==> src/rtl/pipe_stage_skid.sv <==
// Pipeline stage register with valid/ready handshake and a 2-entry skid buffer.
// Flush inserts a bubble; control bits never leave the stage while it is empty.
module pipe_stage_skid #(
   parameter int unsigned DATA_W      = 32,
   parameter int unsigned CTRL_W      = 4,
   parameter bit          CLEAR_DATA  = 1'b1,
   parameter int unsigned STALL_CNT_W = 8
) (
   input  logic                   i_clk,
   input  logic                   i_rst_n,
   input  logic                   i_flush,
   input  logic                   i_in_valid,
   output logic                   o_in_ready,
   input  logic [DATA_W-1:0]      i_in_data,
   input  logic [CTRL_W-1:0]      i_in_ctrl,
   output logic                   o_out_valid,
   input  logic                   i_out_ready,
   output logic [DATA_W-1:0]      o_out_data,
   output logic [CTRL_W-1:0]      o_out_ctrl,
   output logic [STALL_CNT_W-1:0] o_stall_cnt
);

   typedef enum logic [1:0] {StEmpty = 2'd0, StBusy = 2'd1, StFull = 2'd2} state_e;

   state_e                   r_state, w_state_d;
   logic                     r_in_ready, w_in_ready_d;
   logic [DATA_W-1:0]        r_main_data, w_main_data_d;
   logic [DATA_W-1:0]        r_skid_data, w_skid_data_d;
   logic [CTRL_W-1:0]        r_main_ctrl, w_main_ctrl_d;
   logic [CTRL_W-1:0]        r_skid_ctrl, w_skid_ctrl_d;
   logic [STALL_CNT_W-1:0]   r_stall_cnt, w_stall_cnt_d;
   logic                     w_out_valid;
   logic                     w_accept;
   logic                     w_emit;

   assign w_out_valid = (r_state != StEmpty);
   assign w_accept    = i_in_valid & r_in_ready;
   assign w_emit      = w_out_valid & i_out_ready;

   always_comb begin
      w_state_d     = r_state;
      w_main_data_d = r_main_data;
      w_main_ctrl_d = r_main_ctrl;
      w_skid_data_d = r_skid_data;
      w_skid_ctrl_d = r_skid_ctrl;
      w_stall_cnt_d = r_stall_cnt;

      case (r_state)
         StEmpty: begin
            if (w_accept) begin
               w_state_d     = StBusy;
               w_main_data_d = i_in_data;
               w_main_ctrl_d = i_in_ctrl;
            end
         end
         StBusy: begin
            if (w_accept && w_emit) begin
               w_main_data_d = i_in_data;
               w_main_ctrl_d = i_in_ctrl;
            end else if (w_accept) begin
               w_state_d     = StFull;
               w_skid_data_d = i_in_data;
               w_skid_ctrl_d = i_in_ctrl;
            end else if (w_emit) begin
               w_state_d     = StEmpty;
               w_main_ctrl_d = '0;
            end
         end
         StFull: begin
            // in_ready is low here, so only the skid-to-main move is possible
            if (w_emit) begin
               w_state_d     = StBusy;
               w_main_data_d = r_skid_data;
               w_main_ctrl_d = r_skid_ctrl;
               w_skid_ctrl_d = '0;
            end
         end
         default: begin
            w_state_d     = StEmpty;
            w_main_ctrl_d = '0;
            w_skid_ctrl_d = '0;
         end
      endcase

      if (i_flush) begin
         w_state_d     = StEmpty;
         w_main_ctrl_d = '0;
         w_skid_ctrl_d = '0;
         if (CLEAR_DATA) begin
            w_main_data_d = '0;
            w_skid_data_d = '0;
         end
      end

      w_in_ready_d = (w_state_d != StFull);

      if (w_out_valid && !i_out_ready && (r_stall_cnt != {STALL_CNT_W{1'b1}})) begin
         w_stall_cnt_d = r_stall_cnt + STALL_CNT_W'(1);
      end
   end

   always_ff @(posedge i_clk or negedge i_rst_n) begin
      if (!i_rst_n) begin
         r_state     <= StEmpty;
         r_in_ready  <= 1'b1;
         r_main_data <= '0;
         r_main_ctrl <= '0;
         r_skid_data <= '0;
         r_skid_ctrl <= '0;
         r_stall_cnt <= '0;
      end else begin
         r_state     <= w_state_d;
         r_in_ready  <= w_in_ready_d;
         r_main_data <= w_main_data_d;
         r_main_ctrl <= w_main_ctrl_d;
         r_skid_data <= w_skid_data_d;
         r_skid_ctrl <= w_skid_ctrl_d;
         r_stall_cnt <= w_stall_cnt_d;
      end
   end

   assign o_in_ready  = r_in_ready;
   assign o_out_valid = w_out_valid;
   assign o_out_data  = r_main_data;
   assign o_out_ctrl  = r_main_ctrl & {CTRL_W{w_out_valid}};
   assign o_stall_cnt = r_stall_cnt;

endmodule

==> config.mk <==
export PLATFORM = sky130hd
export DESIGN_NAME = pipe_stage_skid
export DESIGN_NICKNAME = d
export VERILOG_FILES = /design/src/rtl/pipe_stage_skid.sv
export SDC_FILE = /design/constraint.sdc
export NUM_CORES = 1
export LEC_CHECK = 0
export CORE_UTILIZATION = 40
export DETAILED_ROUTE_END_ITERATION = 7
export PLACE_DENSITY = 0.72
export SLEW_MARGIN = 15
export SYNTH_ARGS = -nofsm -noshare
export SYNTH_HDL_FRONTEND = slang
export SYNTH_SLANG_ARGS = --single-unit
==> constraint.sdc <==
create_clock -name i_clk -period 2.9 [get_ports i_clk]
set_clock_uncertainty 0.15 [all_clocks]
set_input_delay 0.435 -clock i_clk [delete_from_list [all_inputs] [get_ports i_clk]]
set_output_delay 0.435 -clock i_clk [all_outputs]
set_load 0.005 [all_outputs]
==> impl_metrics.env <==
export IMPL_status="finished clean"
export IMPL_yosysMostFrequentCell="dfrtp_1"
export IMPL_ys_top_cells_by_count="dfrtp_1, nand2_1, nor2b_1"
export IMPL_drive_above_1_share=0.1496
export IMPL_dp_hpwl_um=6377
export IMPL_antenna_cells=0
export IMPL_clk_pin_slew_ns=0.10
export IMPL_finalPower_w=0.003099
export IMPL_drt_iter0_markers=209
export IMPL_vias=3543
export IMPL_cp_end_kind="output pin"
export IMPL_grt_pass1_vias=3562
export IMPL_synth_main_ff_cell="dfrtp_1"
export IMPL_crit_arrival_ns=2.01
export IMPL_clock_latency_ns=0.35
export IMPL_drcViolationCount=0
export IMPL_netlist_area_leader_share=0.4676
export IMPL_grt_usage=0.1922
export IMPL_synth_seq_cells=83
export IMPL_wl_um=10390
export IMPL_grt_max_degree=69
export IMPL_syn_area_per_cell_sq_um=10.13
export IMPL_syn_to_final_growth_pct=27.12
export IMPL_numCtsBuffers=9
export IMPL_routedWlPerCell_um=16.14
export IMPL_synth_yosys_seq_area_share=0.4736
export IMPL_period_share=0.8951
export IMPL_cp_required_ns=2.32
export IMPL_setup_ws_ns=0.3042
export IMPL_clock_fmax_mhz=385.2
export IMPL_fp_dieH_um=106.7
export IMPL_portBuffers=86
export IMPL_post_cts_buffers=0
export IMPL_startpoint_type="flop"
export IMPL_rows=37
export IMPL_worstSetupPathType="flop to output pin"
export IMPL_cts_sinks=83
export IMPL_yosys_area_share_simple=0.1468
export IMPL_detail_route_antenna_nets=0
export IMPL_synthAdderAreaFrac=0.01426
export IMPL_synth_area_leader_cell="dfrtp_1"
export IMPL_cts_max_level=3
export IMPL_synth_nets=479
export IMPL_maxCapViolCount=0
export IMPL_period_minus_slack_ns=2.596
export IMPL_synthesis_area_sq_um=4388
export IMPL_overflow=0
export IMPL_die_x_um=106.7
export IMPL_antenna_found_initial=0
export IMPL_hold_viol=0
export IMPL_worstPathCellList="inv_1, ha_2, clkinvlp_4, clkdlybuf4s50_1"
export IMPL_synth_xor_area_frac=0.007984
export IMPL_grt_pass1_wl_um=17390
export IMPL_ioPinCount=87
export IMPL_max_vdd_ir_drop_mv=0.2828
export IMPL_critPathMaxFanout=10
export IMPL_synthMuxAreaShare=0.002566
export IMPL_n_fill_cell=946
export IMPL_cts_tree="done"
export IMPL_hold_path_class="flop to flop"
export IMPL_place_ws_ns=0.2481
export IMPL_synth_edf_count=0
export IMPL_firstDrtPassIters=4
export IMPL_nNetsFinal=549
export IMPL_slowest_stage="clkdlybuf4s50_1"
export IMPL_p_per_area_nw_per_um2=555.6
export IMPL_synth_warnings=0
export IMPL_p_leak_nw=2.185
export IMPL_synth_distinct_cells=42
export IMPL_worst_pin_slew_ns=0.8425
export IMPL_ctsRootBufferMaster="clkbuf_8"
export IMPL_start_util=0.4194
export IMPL_synthTopCellsByArea="dfrtp_1, a221oi_2, a311oi_2, nand2_1, nor2b_1"
export IMPL_setup_viol=0
export IMPL_die_area_sq_um=11390
export IMPL_via_per_inst=5.502
export IMPL_core_area_sq_um=10460
export IMPL_globalplace_congestion=0.8551
export IMPL_max_stage_delay_ns=0.49
export IMPL_synth_compound_area_share=0.2817
export IMPL_synthCells=433
export IMPL_async_reset_ff_frac=1.000
export IMPL_maxSlewViolCount=0
export IMPL_tns_ns=0
export IMPL_slew_headroom=0.4383
export IMPL_clockBufferDepth=2
export IMPL_rsz0062_at_grt="no"
export IMPL_synth_top_family_by_area="compound AO/OA/AOI/OAI gates"
==> cell families (layout without fill, tap and decap cells) <==
logic type	count (synthesis)	count (layout)
fa+ha+maj	5	5
flops	83	83
compound gates	133	133
mux	1	1
xor+xnor	4	4
buf+inv	76	151
simple gates	131	131
==> layout by cell type (no fill, tap or decap), types with 2 or more instances in the layout <==
cell type        instances
o21ai_0                  5
buf_4                    6
inv_6                    3
a22oi_1                  4
a221oi_1                14
nand3_1                  3
a311oi_2                18
nand2_1                 72
xor2_1                   3
nor3_1                   2
nand4_1                  3
nand2b_1                 2
clkbuf_8                10
nor2_1                   5
o2bb2ai_1                4
o211ai_1                 5
clkdlybuf4s50_1         84
a221oi_2                18
ha_1                     3
clkinvlp_4               3
buf_12                   4
nor2b_1                 38
a21boi_0                 2
a21oi_1                 36
o221a_2                  2
inv_1                   37
and4_1                   3
ha_2                     2
dfrtp_1                 82
a311oi_1                15
==> metal layers <==
layer  part of all wire  global-route usage  vias to the layer above
met1               0.47              0.2580                     1755
li1                   -                   -                     1693
met3              0.042             0.03951                       14
met4              0.013             0.05675                        0
met2               0.48              0.3129                       81
met5                  0                   0                        -
==> flip-flops by register name, indices dropped and copies added (netlist names) <==
name,cells
r_skid_ctrl,4
o_in_ready,1
r_state,2
o_out_data,32
r_skid_data,32
r_main_ctrl,4
o_stall_cnt,8
==> metrics by stage <==
stage,instances,area (sq um),utilization,hold slack (ns)
after floorplan,433,4388,-,-0.01059
after CTS,644,5572,0.5325,0.3443
after global placement,627,5378,0.5140,0.3114
after detailed placement,627,5378,0.5140,0.3134
after global routing,644,5578,0.5331,0.3715
final,644,5578,0.5331,0.3360
==> worst max-delay path, delay by kind of cell (launching register included) <==
family	cells	cell delay [ns]
buf+inv	3	0.87
fa+ha+maj	1	0.35
flops	1	0.43
==> report_power, final <==
part	internal (W)	switching (W)	leakage (nW)
registers	0.00130	0.000118	1.11
clock network	0.000342	0.000450	0.0897
logic	0.000469	0.000423	0.982
==> path summary, 6_finish.rpt <==
check | startpoint | end | slack (ns) | depth (start not counted)
max | r_state[0] | o_out_valid | 0.30 | 4
min | r_main_ctrl[2] | r_main_ctrl[2] | 0.34 | 1
max reg2reg | r_state[0] | o_out_data[16] | 0.53 | 7
min reg2reg | r_main_ctrl[2] | r_main_ctrl[2] | 0.34 | 1
max in group asynchronous | i_rst_n | o_in_ready | 1.43 | 3
min in group asynchronous | i_rst_n | r_main_ctrl[3] | 0.43 | 2
==> final cells by class <==
| type | count | area (sq um) | share of cell area |
|---|---|---|---|
| multi-input cells | 274 | 2014 | 0.3611 |
| clock inverters | 6 | 46.29 | 0.008300 |
| clock buffers | 10 | 137.6 | 0.02467 |
| inverters | 39 | 150.1 | 0.02692 |
| flip-flops and latches | 83 | 2078 | 0.3726 |
| repair buffers | 96 | 980.9 | 0.1759 |
| well taps | 136 | 170.2 | 0.03051 |
==> repair_timing <==
action	in CTS	in global routing
hold buffers	1	0
hold endpoints to repair	41	0
resized for setup	0	2
setup endpoints to repair	0	1
Note: power is estimated with default switching activity, not from simulation.
